<file path="config.mk">
export PLATFORM = sky130hd
export DESIGN_NAME = hazard_scoreboard
export DESIGN_NICKNAME = d
export VERILOG_FILES = /design/src/rtl/hazard_pkg.sv /design/src/rtl/hazard_sb_bits.sv /design/src/rtl/hazard_scoreboard.sv
export SDC_FILE = /design/constraint.sdc
export NUM_CORES = 1
export LEC_CHECK = 0
export CELL_PAD_IN_SITES_DETAIL_PLACEMENT = 0
export CELL_PAD_IN_SITES_GLOBAL_PLACEMENT = 1
export CORE_MARGIN = 2
export CORE_UTILIZATION = 40
export CTS_BUF_LIST = sky130_fd_sc_hd__clkbuf_16
export DETAILED_ROUTE_END_ITERATION = 10
export PLACE_DENSITY = 0.93
export SYNTH_ARGS = -nofsm -noshare
export SYNTH_HDL_FRONTEND = slang
export SYNTH_SLANG_ARGS = --single-unit
</file>
<file path="constraint.sdc">
create_clock -name iClk -period 3.9 [get_ports iClk]
set_input_delay 0.585 -clock iClk [delete_from_list [all_inputs] [get_ports iClk]]
set_output_delay 0.585 -clock iClk [all_outputs]
set_load 0.05 [all_outputs]
</file>
<file path="src/rtl/hazard_pkg.sv">
// Shared types and default geometry for the pipeline hazard controller.
package hazard_pkg;

    localparam int DEF_NUM_REGS   = 32;
    localparam int DEF_NUM_STAGES = 5;
    localparam int DEF_ID_STAGE   = 1;
    localparam int DEF_FW_STAGES  = 2;

    typedef enum logic [1:0] {
        RUN  = 2'd0,
        HALT = 2'd1,
        STEP = 2'd2
    } dbg_state_e;

    typedef logic [$clog2(DEF_NUM_REGS)-1:0]    reg_idx_t;
    typedef logic [$clog2(DEF_FW_STAGES+1)-1:0] fw_sel_t;

endpackage

</file>
<file path="src/rtl/hazard_sb_bits.sv">
// Pending-write bit array: one set port, NUM_CMPL clear ports, three read ports.
// Register 0 is hard-wired clear so x0 never produces a hazard.
module hazard_sb_bits
    import hazard_pkg::*;
#(
    parameter  int NUM_REGS = DEF_NUM_REGS,
    parameter  int NUM_CMPL = 2,
    localparam int RW       = $clog2(NUM_REGS)
) (
    input  logic                   i_clk,
    input  logic                   i_rst,
    input  logic                   i_set_en,
    input  logic [RW-1:0]          i_set_idx,
    input  logic [NUM_CMPL-1:0]    i_clr_valid,
    input  logic [NUM_CMPL*RW-1:0] i_clr_idx,
    input  logic [RW-1:0]          i_rd_a,
    input  logic [RW-1:0]          i_rd_b,
    input  logic [RW-1:0]          i_rd_c,
    output logic                   o_hit_a,
    output logic                   o_hit_b,
    output logic                   o_hit_c,
    output logic [NUM_REGS-1:0]    o_bits
);

    logic [NUM_REGS-1:0] r_bits;
    logic [NUM_REGS-1:0] w_next;

    // Next pending vector: clears first, then the (never colliding) set.
    always_comb begin
        w_next = r_bits;
        for (int j = 0; j < NUM_CMPL; j++) begin
            w_next[i_clr_idx[j*RW +: RW]] = w_next[i_clr_idx[j*RW +: RW]] & ~i_clr_valid[j];
        end
        w_next[i_set_idx] = w_next[i_set_idx] | i_set_en;
        w_next[0]         = 1'b0;
    end

    // Pending bit storage.
    always_ff @(posedge i_clk or posedge i_rst) begin
        if (i_rst) begin
            r_bits <= '0;
        end else begin
            r_bits <= w_next;
        end
    end

    assign o_hit_a = r_bits[i_rd_a];
    assign o_hit_b = r_bits[i_rd_b];
    assign o_hit_c = r_bits[i_rd_c];
    assign o_bits  = r_bits;

endmodule

</file>
<file path="src/rtl/hazard_scoreboard.sv">
// Scoreboard-based hazard controller: stall/bubble/flush vectors, forwarding
// selects, debug halt/step FSM and a hazard-stall watchdog.
module hazard_scoreboard
    import hazard_pkg::*;
#(
    parameter  int NUM_REGS   = DEF_NUM_REGS,
    parameter  int NUM_STAGES = DEF_NUM_STAGES,
    parameter  int ID_STAGE   = DEF_ID_STAGE,
    parameter  int FW_STAGES  = DEF_FW_STAGES,
    parameter  int NUM_CMPL   = 2,
    parameter  int TIMEOUT    = 255,
    localparam int RW         = $clog2(NUM_REGS),
    localparam int SW         = $clog2(FW_STAGES+1)
) (
    input  logic                    iClk,
    input  logic                    iRst,
    input  logic                    iIssue_valid,
    input  logic [RW-1:0]           iIssue_rs1,
    input  logic [RW-1:0]           iIssue_rs2,
    input  logic [RW-1:0]           iIssue_rd,
    input  logic                    iIssue_long,
    input  logic [NUM_CMPL-1:0]     iCmpl_valid,
    input  logic [NUM_CMPL*RW-1:0]  iCmpl_rd,
    input  logic [FW_STAGES-1:0]    iFwd_wen,
    input  logic [FW_STAGES*RW-1:0] iFwd_rd,
    input  logic                    iBrTrue,
    input  logic                    iStall_mem,
    input  logic                    iDbg_halt,
    input  logic                    iDbg_step,
    output logic [NUM_STAGES-1:0]   oStall,
    output logic                    oBubble,
    output logic [NUM_STAGES-1:0]   oFlush,
    output logic [SW-1:0]           oFwS1_sel,
    output logic [SW-1:0]           oFwS2_sel,
    output logic                    oDbg_halted,
    output logic                    oErr_timeout,
    output logic [NUM_REGS-1:0]     oSb_pending
);

    localparam logic [NUM_STAGES-1:0] ID_MASK = NUM_STAGES'((64'd1 << (ID_STAGE + 1)) - 64'd1);
    localparam int                    CW      = $clog2(TIMEOUT + 1);
    localparam logic [CW-1:0]         TO_MAX  = CW'(TIMEOUT);
    localparam logic [CW-1:0]         TO_M1   = CW'(TIMEOUT - 1);

    dbg_state_e     r_state;
    logic [CW-1:0]  r_wd_cnt;
    logic           r_err;
    logic           w_hit_rs1, w_hit_rs2, w_hit_rd;
    logic           w_hz, w_full, w_accept, w_set;

    hazard_sb_bits #(.NUM_REGS(NUM_REGS), .NUM_CMPL(NUM_CMPL)) u_sb (
        .i_clk      (iClk),
        .i_rst      (iRst),
        .i_set_en   (w_set),
        .i_set_idx  (iIssue_rd),
        .i_clr_valid(iCmpl_valid),
        .i_clr_idx  (iCmpl_rd),
        .i_rd_a     (iIssue_rs1),
        .i_rd_b     (iIssue_rs2),
        .i_rd_c     (iIssue_rd),
        .o_hit_a    (w_hit_rs1),
        .o_hit_b    (w_hit_rs2),
        .o_hit_c    (w_hit_rd),
        .o_bits     (oSb_pending)
    );

    // Nearest producing stage wins; x0 never forwards.
    function automatic logic [SW-1:0] fw_select(input logic [RW-1:0] rs,
                                                input logic [FW_STAGES-1:0] wen,
                                                input logic [FW_STAGES*RW-1:0] rd);
        logic [SW-1:0] sel;
        sel = '0;
        for (int k = FW_STAGES; k >= 1; k--) begin
            if (wen[k-1] && (rd[(k-1)*RW +: RW] == rs) && (rs != '0)) begin
                sel = SW'(k);
            end else begin
                sel = sel;
            end
        end
        return sel;
    endfunction

    assign w_hz     = iIssue_valid & (w_hit_rs1 | w_hit_rs2 | w_hit_rd);
    assign w_full   = iStall_mem | (r_state == HALT);
    assign w_accept = iIssue_valid & ~w_hz & ~w_full & ~iBrTrue;
    assign w_set    = w_accept & iIssue_long & (iIssue_rd != '0);

    // Stall/bubble/flush decode; full-pipe hold outranks the scoreboard stall.
    always_comb begin
        oStall  = '0;
        oFlush  = '0;
        oBubble = 1'b0;
        if (iRst) begin
            oFlush = '1;
        end else begin
            if (w_full) begin
                oStall = '1;
            end else if (w_hz) begin
                oStall  = ID_MASK;
                oBubble = 1'b1;
            end else begin
                oStall = '0;
            end
            if (iBrTrue) begin
                oFlush = ID_MASK;
                oStall = oStall & ~ID_MASK;
            end else begin
                oFlush = '0;
            end
        end
    end

    assign oFwS1_sel    = fw_select(iIssue_rs1, iFwd_wen, iFwd_rd);
    assign oFwS2_sel    = fw_select(iIssue_rs2, iFwd_wen, iFwd_rd);
    assign oDbg_halted  = (r_state == HALT);
    assign oErr_timeout = r_err;

    // Debug halt / single-step state machine.
    always_ff @(posedge iClk or posedge iRst) begin
        if (iRst) begin
            r_state <= RUN;
        end else begin
            case (r_state)
                RUN:     r_state <= iDbg_halt ? HALT : RUN;
                HALT: begin
                    if (iDbg_step) begin
                        r_state <= STEP;
                    end else if (!iDbg_halt) begin
                        r_state <= RUN;
                    end else begin
                        r_state <= HALT;
                    end
                end
                STEP:    r_state <= w_accept ? HALT : STEP;
                default: r_state <= RUN;
            endcase
        end
    end

    // Watchdog: counts consecutive hazard cycles, saturates, error is sticky.
    always_ff @(posedge iClk or posedge iRst) begin
        if (iRst) begin
            r_wd_cnt <= '0;
            r_err    <= 1'b0;
        end else if (w_hz) begin
            if (r_wd_cnt != TO_MAX) begin
                r_wd_cnt <= r_wd_cnt + CW'(1);
            end
            if (r_wd_cnt >= TO_M1) begin
                r_err <= 1'b1;
            end
        end else begin
            r_wd_cnt <= '0;
        end
    end

endmodule

</file>
== Word-level counts from Yosys, hierarchy flattened ==
Index checks and enable logic that the tools add are counted.

* Register bits: 42
* Latch bits: 0
* Bits in writable memories: 0
* ROM bits: 0
* Input port bits: 47
* Logic and storage cells: 95
* Memories: 0

* Add/subtract/negate cells: 1
* Multiply operators: 0
* Divide/modulo/power cells: 0
* $lt $le $gt $ge: 9
* Eq/ne operators: 8
* Shifts and indexed selects: 0
* Muxes and demuxes: 40
* Bitwise operators: 17
* Reduce and logical (&&, ||, !) cells: 16

{| class="wikitable"
|+ Operators with widths
! kind !! count
|-
| bitwise mux 32 bit || 3
|-
| binary-select mux 1 bit (select 5 bit) || 6
|-
| < comparator 5 x 6 -> 1 bit (second input constant) || 5
|-
| == test 5 bit || 4
|-
| 2-to-1 mux 2 bit || 9
|-
| 2-to-1 mux 8 bit || 2
|-
| demux 1 bit (select 5 bit) || 3
|-
| >= comparator 5 x 1 -> 1 bit (second input constant) || 3
|-
| 2-to-1 mux 5 bit || 3
|-
| nonzero test 5 bit || 3
|-
| 2-to-1 mux 1 bit || 13
|-
| logical AND 1 bit || 11
|-
| adder 8 x 1 -> 8 bit (second input constant) || 1
|-
| bitwise AND 1 bit || 8
|-
| >= comparator 8 bit (second input constant) || 1
|-
| != test 8 bit (second input constant) || 1
|-
| one-hot mux 2 bit (3 select lines) || 1
|-
| NOT 1 bit || 5
|-
| OR 1 bit || 4
|-
| == test 2 x 1 -> 1 bit (second input constant) || 1
|-
| == test 2 bit (second input constant) || 1
|-
| logical NOT 2 bit || 1
|-
| != test 2 x 1 -> 1 bit (second input constant) || 1
|-
| AND reduction 2 bit || 1
|}

== Logic depth before layout (Yosys ltp) ==
Gate-level depths: netlist of run 1.

* Depth in word-level cells: 13
* Depth in mapped cells: 15
* Mapped depth without buffers: 10

== Cells and area by module ==
A second synthesis of run 1 with hierarchy kept.

* Cells, all modules: 706
* Area total of the unflattened synthesis: 5763.0 µm²

{| class="wikitable"
|+ By module, submodules not included
! module !! instances !! cells an instance !! area an instance (µm²) !! sequential area each (µm²)
|-
| hazard_sb_bits || 1 || 594 || 4782.1 || 775.7
|-
| hazard_scoreboard || 1 || 112 || 980.9 || 275.3
|}

== Least setup slack after synthesis of run 1 ==
OpenSTA, ideal clock, no wires.

* Path type: input port to output port
* Start point: input port iIssue_rs2[0]
* End point: output port oFwS2_sel[1]
* Arrival: 3.552 ns
* Data required time: 3.315 ns
* Slack: -0.237 ns
* Cell stages on the path: 5
* Buffers on the path: 1
* Path through: buf_1 > or4_1 > nor2_1 > nor4_1 > nor4_1

* Cells in the longest elaborated chain, start to end: 5

{| class="wikitable"
|+ Ends and longest elaborated chain
! item !! line !! text
|-
| start: declaration || hazard_scoreboard.sv:19 || <nowiki>input logic [RW-1:0] iIssue_rs2,</nowiki>
|-
| == test 5 bit || hazard_scoreboard.sv:74 || <nowiki>if (wen[k-1] && (rd[(k-1)*RW +: RW] == rs) && (rs != '0)) begin</nowiki>
|-
| logical AND 1 bit (2 in series) || hazard_scoreboard.sv:74 ||
|-
| 2-to-1 mux 2 bit || hazard_scoreboard.sv:74 ||
|-
| 2-to-1 mux 2 bit (*) || hazard_scoreboard.sv:74 ||
|-
| end: declaration || hazard_scoreboard.sv:34 || <nowiki>output logic [SW-1:0] oFwS2_sel,</nowiki>
|}

Mark *: on every way between the ends. The rest lies on a longest branch, timed or not.

== Final worst setup path of run 1 ==
* Start point: input port iCmpl_rd[1]
* End point: register u_sb.r_bits[31], in the netlist u_sb.o_bits[31]

* Cells in the longest elaborated chain, start to end: 13

{| class="wikitable"
|+ Ends and longest elaborated chain
! item !! line !! text
|-
| start: declaration || hazard_scoreboard.sv:23 || <nowiki>input logic [NUM_CMPL*RW-1:0] iCmpl_rd,</nowiki>
|-
| < comparator 5 x 6 -> 1 bit (not written as such) / >= comparator 5 x 1 -> 1 bit (equally long branches) || hazard_sb_bits.sv:32 || <nowiki>w_next[i_clr_idx[j*RW +: RW]] = w_next[i_clr_idx[j*RW +: RW]] & ~i_clr_valid[j];</nowiki>
|-
| logical AND 1 bit (not written as such) || hazard_sb_bits.sv:32 ||
|-
| 2-to-1 mux 1 bit (not written as such) || hazard_sb_bits.sv:32 ||
|-
| demux 1 bit (select 5 bit) || n/a ||
|-
| bitwise mux 32 bit (*) || hazard_sb_bits.sv:32 ||
|-
| binary-select mux 1 bit (select 5 bit) || hazard_sb_bits.sv:32 ||
|-
| 2-to-1 mux 1 bit (not written as such) || hazard_sb_bits.sv:32 ||
|-
| bitwise AND 1 bit || hazard_sb_bits.sv:32 ||
|-
| bitwise mux 32 bit (*) || hazard_sb_bits.sv:32 ||
|-
| binary-select mux 1 bit (select 5 bit) || hazard_sb_bits.sv:34 || <nowiki>w_next[i_set_idx] = w_next[i_set_idx] | i_set_en;</nowiki>
|-
| 2-to-1 mux 1 bit (not written as such) || hazard_sb_bits.sv:34 ||
|-
| OR 1 bit || hazard_sb_bits.sv:34 ||
|-
| bitwise mux 32 bit (*) || hazard_sb_bits.sv:34 ||
|-
| via u_sb.w_next[31] || hazard_sb_bits.sv:26 || <nowiki>logic [NUM_REGS-1:0] w_next;</nowiki>
|-
| end signal: assignment || hazard_sb_bits.sv:43 || <nowiki>r_bits <= w_next;</nowiki>
|-
| end: declaration || hazard_sb_bits.sv:25 || <nowiki>logic [NUM_REGS-1:0] r_bits;</nowiki>
|}

The timed path passes the listed nets; every way through them passes the cells marked *. The select of a mux whose other input is x is not followed.
A chain may end at the register's enable or synchronous reset.

==> results of run 1 <==
## through the flow
stage | setup WS, ns | cells
detailed placement | -0.3042 | 1097
global route | -0.0007683 | 1105
CTS | 0.05686 | 1105
global placement | -0.2653 | 1097
floorplan | 0.02060 | 715
finish | 0.09969 | 1106
## cell type report
type	count	area [um^2]	area share
clock buffer	5	125.1	0.01557
antenna	1	2.502	0.0003115
tap	180	225.2	0.02803
clock inverter	3	48.80	0.006074
timing repair buffer	259	2288	0.2848
sequential	42	1051	0.1308
multi-input combinational	604	4248	0.5287
inverter	12	45.04	0.005607
## critical path, stage by stage
cell	delay (ns)
clkdlybuf4s50_1	0.50
buf_12	0.18
buf_4	0.14
mux2i_2	0.23
o21ai_0	0.10
nor4_1	0.31
buf_4	0.18
nor2_1	0.07
buf_4	0.20
o211ai_1	0.25
o21ai_0	0.14
nor4_1	0.29
buf_4	0.17
and4_1	0.30
nor3_1	0.08
a211o_1	0.24
## timing repair
action | 4_1_cts | 5_1_grt
endpoints found under the setup margin | 6 | 30
pin swaps | 0 | 2
resized for setup | 1 | 12
hold buffers | 0 | 0
## layer usage
metal,wire [um],vias up,global-route usage
li1,-,3143,-
met1,8994,3345,0.4019
met2,10810,569,0.5031
met3,3380,182,0.1115
met4,1831,2,0.1932
met5,15,-,0
## synth_stat cells (13+ instances only)
| library cell | n | share of area |
|---|---|---|
| mux2i_1 | 31 | 0.055 |
| a21oi_1 | 49 | 0.044 |
| nor3_1 | 22 | 0.020 |
| dfrtp_1 | 42 | 0.19 |
| nor2_1 | 99 | 0.066 |
| o21ai_0 | 34 | 0.030 |
| xnor2_1 | 15 | 0.023 |
| nand3_1 | 25 | 0.022 |
| xor2_1 | 13 | 0.020 |
| mux4_2 | 26 | 0.10 |
| clkbuf_1 | 26 | 0.017 |
| o31ai_1 | 14 | 0.019 |
| nand2_1 | 75 | 0.050 |
| a31oi_1 | 14 | 0.016 |
## path summary, 6_finish.rpt
check | start | to | slack (ns) | cells past startpoint
worst max register to register | u_sb.o_bits[29]$_DFF_PP0_ | u_sb.o_bits[9]$_DFF_PP0_ | 0.44 | 13
worst min-delay path | oErr_timeout$_DFFE_PP0P_ | oErr_timeout$_DFFE_PP0P_ | 0.49 | 1
worst max-delay path | iCmpl_rd[1] | u_sb.o_bits[31]$_DFF_PP0_ | 0.1 | 16
worst min register to register | oErr_timeout$_DFFE_PP0P_ | oErr_timeout$_DFFE_PP0P_ | 0.49 | 1
max in group asynchronous | iRst | u_sb.o_bits[25]$_DFF_PP0_ | 2.58 | 3
min in group asynchronous | iRst | u_sb.o_bits[6]$_DFF_PP0_ | 0.93 | 3
## registers in the layout (all words and copies together) (netlist names)
signal and flops:
u_sb.o_bits 31, oErr_timeout 1, r_state 2, r_wd_cnt 8
## cell families after synthesis
group | after synthesis
and+or+nand+nor | 296
AOI/OAI and AO/OA | 216
buffers and inverters | 69
muxes | 61
DFF | 42
xor gates and xnor gates | 28
adders and majority gates | 2
other | 1
## report_power, final
group / leakage (nW) / switching, mW / total [mW] / internal (mW)
clock: 0.0820 / 0.199 / 0.506 / 0.307
sequential: 0.537 / 0.339 / 0.875 / 0.535
combinational: 2.58 / 1.02 / 1.81 / 0.790
==> impl_metrics.ini, run 1 <==
[yosys]
synth_fp_nets = 764
syn_area_per_cell_um2 = 7.848
synth-main-ff-cell = dfrtp_1
yosysSeqAreaShare = 0.1873
synth_mux_area_frac = 0.1703
yosys.area_share.adder = 0.004459
async_flop_share = 1.000
synth_compound_area_frac = 0.2716
yosys_warnings = 0
synthXorXnorAreaFrac = 0.04370
syn_inst = 715
synth_area_mm2 = 0.005612
synth-edff-count = 0
synth_seq_cells = 42
ys_types = 81
synth_top_family_by_area = compound AO/OA/AOI/OAI gates
synthSimpleGateAreaFrac = 0.2595

[placed_design]
dp_hpwl_mm = 19.14
port-buffer-count = 94
dpl-instance-area_mm2 = 0.007819
place_congestion = 1.146

[timing]
skew_ns = 0.01062
grt_setup_unrepaired = yes
tightest_slew_ns = 0.7093
drv_slew = 0
final.period_utilization = 0.9744
hold_viol = 0
setup_tns_ns = 0
fmax_mhz = 263.1
max_slew_margin = 0.5149
period_minus_slack_ns = 3.800
setup_viol = 0
worst_hold_slack_ns = 0.4908

[routing]
first_iter_violations = 1068
antenna_left = 0
dr.pass1.iters = 6
wl_mm = 25.04
post_drt_wl_per_cell_um = 22.64
drcViolationCount = 0
via_count = 7241
vias_per_cell = 6.547

[final_layout]
stdcell_area_mm2 = 0.008034
final_cell_mix = buf_4 (161), nor2_1 (99), clkdlybuf4s50_1 (85), nand2_1 (75), a21oi_1 (48)
syn_to_final_growth_pct = 43.17
layout_commonest_cell = buf_4
post-route-util = 0.5833
final_nets = 973
drive_gt1_frac = 0.2670
nFillCells = 1272

[critical_path]
required_ns = 4.07
crit_fanout = 21
arrival_ns = 3.97
end_kind = flip-flop
worstSetupPathType = in -> reg
worst_setup_path_start_kind = input pin

[floorplanning]
rows = 43
dieArea_mm2 = 0.01499
core_mm2 = 0.01377
start_util = 0.4074
fp.dieW_um = 122.4
io_pins = 96
die_h_um = 122.4

[pwr]
ir_drop_mv = 0.2384
cellLeakagePower_nw = 3.198
powerDensity_mw_per_mm2 = 397.3
p_total_mw = 3.192

[cts]
root_buffer = clkbuf_16
cts_sinks = 42
cts_made_buffers = 5
worstSkewPairLatency_ns = 0.29
cts_tree = yes
htreeDepth = 2
clk_pin_slew_ns = 0.07
post_cts_buffers = 0
clockBufferDepth = 2

[global_routing]
grt_pass1_wl_mm = 37.62
antenna_found_initial = 1
grt.overflow.total = 0
grt_usage = 0.3291
grt_pass1_vias = 7000
grt_max_degree = 43

[status]
outcome = complete, no violations

[hold_path]
hold_path_class = reg -> reg

[job]
max_cap_violations = 0
No activity file was read; power rests on OpenSTA's default activity.
==> run 2: changes to the inputs <==
CAP_MARGIN = 20   (was not set)
GPL_ROUTABILITY_DRIVEN = 0   (was not set)
SKIP_CTS_REPAIR_TIMING = 1   (was not set)
==> run 2 against run 1 <==
Effect of this change:
- worst setup slack worse by 0.0066 ns
- global-route usage up 0.71 points
- count of clock-buffer cells in the layout unchanged
- combinational power about the same
- fmax down 0.17%
- largest power group unchanged
- routed wire length down 0.58%
- power down 0.18%
- flip-flop and latch count unchanged
- clock power down 2%
- non-clock buffer count down 3
==> impl_metrics.ini, run 2 (same netlist as run 1, synthesis figures left out) <==
[global_routing]
grt_pass1_wl_mm = 38.34
grt_pass1_vias = 7094
grt_usage = 0.3362
grt_max_degree = 23
antenna_found_initial = 0
grt.overflow.total = 0

[placed_design]
port-buffer-count = 94
dp_slack_ns = -0.3085
dpl-instance-area_mm2 = 0.007796
dp_hpwl_mm = 19.25
dp.cells = 1094

[routing]
dr.pass1.iters = 6
vias_per_cell = 6.532
via_count = 7198
drcViolationCount = 0
first_iter_violations = 1044
post_drt_wl_per_cell_um = 22.59
wl_mm = 24.89
antenna_left = 0

[final_layout]
multi_input_area_mm2 = 0.004263
layout_commonest_cell = buf_4
diodes = 0
post-route-util = 0.5826
final_cells = 1102
final_nets = 970
stdcell_area_mm2 = 0.008024
nFillCells = 1287
final_cell_mix = buf_4 (158), nor2_1 (99), clkdlybuf4s50_1 (85), nand2_1 (74), a21oi_1 (48)
drive_gt1_frac = 0.2668
ff_latch_area_mm2 = 0.001051
syn_to_final_growth_pct = 42.99
largest_reg_flops = 31

[timing]
skew_ns = 0.01055
max_slew_margin = 0.4184
worst_slack_ns = 0.09305
tightest_slew_ns = 0.8504
drv_slew = 0
setup_viol = 0
fmax_mhz = 262.7
hold_viol = 0
period_minus_slack_ns = 3.807
final.period_utilization = 0.9761
setup_tns_ns = 0

[job]
max_cap_violations = 0

[floorplanning]
io_pins = 96
core_mm2 = 0.01377
die_h_um = 122.4
start_util = 0.4074
fp.dieW_um = 122.4
dieArea_mm2 = 0.01499
rows = 43

[cts]
cts_sinks = 42
htreeDepth = 2
worstSkewPairLatency_ns = 0.29
clockBufferDepth = 2
root_buffer = clkbuf_16
clk_pin_slew_ns = 0.07
cts_tree = yes
cts_made_buffers = 5

[critical_path]
required_ns = 4.07
arrival_ns = 3.98
end_kind = flip-flop
rrSetupSlack_ns = 0.49
crit_fanout = 12
worst_setup_path_start_kind = input pin
worstSetupPathType = in -> reg

[status]
outcome = complete, no violations

[pwr]
ir_drop_mv = 0.1946
powerDensity_mw_per_mm2 = 397.1
cellLeakagePower_nw = 3.188

[hold_path]
hold_path_class = reg -> reg
==> run 2: changes by cell type in the layout (fill, tap and decap cells not counted), sizes merged <==
cell	change
buf	-3
diode	-1
==> run 2: critical path, stage by stage <==
cell,delay [ns]
clkdlybuf4s50_1,0.39
buf_4,0.17
buf_4,0.15
nor3b_4,0.23
a2111oi_0,0.17
a2111oi_2,0.38
nand4_1,0.14
a2111o_1,0.44
a2111oi_4,0.31
buf_6,0.20
nand3_2,0.10
and4_1,0.26
buf_4,0.17
o31ai_1,0.28
==> run 2: where the power goes <==
part / switching, mW / internal (mW) / total (mW)
clock: 0.191 / 0.307 / 0.498
combinational: 1.04 / 0.797 / 1.83
sequential: 0.317 / 0.536 / 0.853
==> run 2: layout make-up <==
cell class	instances	area share
tap	180	0.02807
timing repair buffer	256	0.2824
sequential	42	0.1310
inverter	12	0.005614
multi-input combinational	604	0.5313
clock inverter	3	0.006081
clock buffer	5	0.01559
==> run 2: final timing paths <==
kind	startpoint	end	cells after the start
min reg2reg	oErr_timeout$_DFFE_PP0P_	oErr_timeout$_DFFE_PP0P_	1
min in group asynchronous	iRst	r_state[0]$_DFF_PP0_	2
max reg2reg	u_sb.o_bits[30]$_DFF_PP0_	u_sb.o_bits[4]$_DFF_PP0_	13
max in group asynchronous	iRst	u_sb.o_bits[11]$_DFF_PP0_	3
min	oErr_timeout$_DFFE_PP0P_	oErr_timeout$_DFFE_PP0P_	1
max	iCmpl_rd[4]	u_sb.o_bits[15]$_DFF_PP0_	14
==> run 2: metrics by stage <==
stage          hold WS (ns)  power [mW]
4_1_cts              0.5277       3.114
5_1_grt              0.5359       3.297
3_5_place_dp         0.5007       2.611
3_3_place_gp         0.4796       2.590
2_1_floorplan        0.4635       1.801
6_report             0.5094       3.186
==> run 2: routing by layer <==
layer	up-vias	GRT usage	part of all wire
li1	3133	-	-
met1	3321	0.4247	0.36
met2	569	0.5076	0.43
met3	175	0.08736	0.13
met4	0	0.2162	0.081
met5	-	0	0
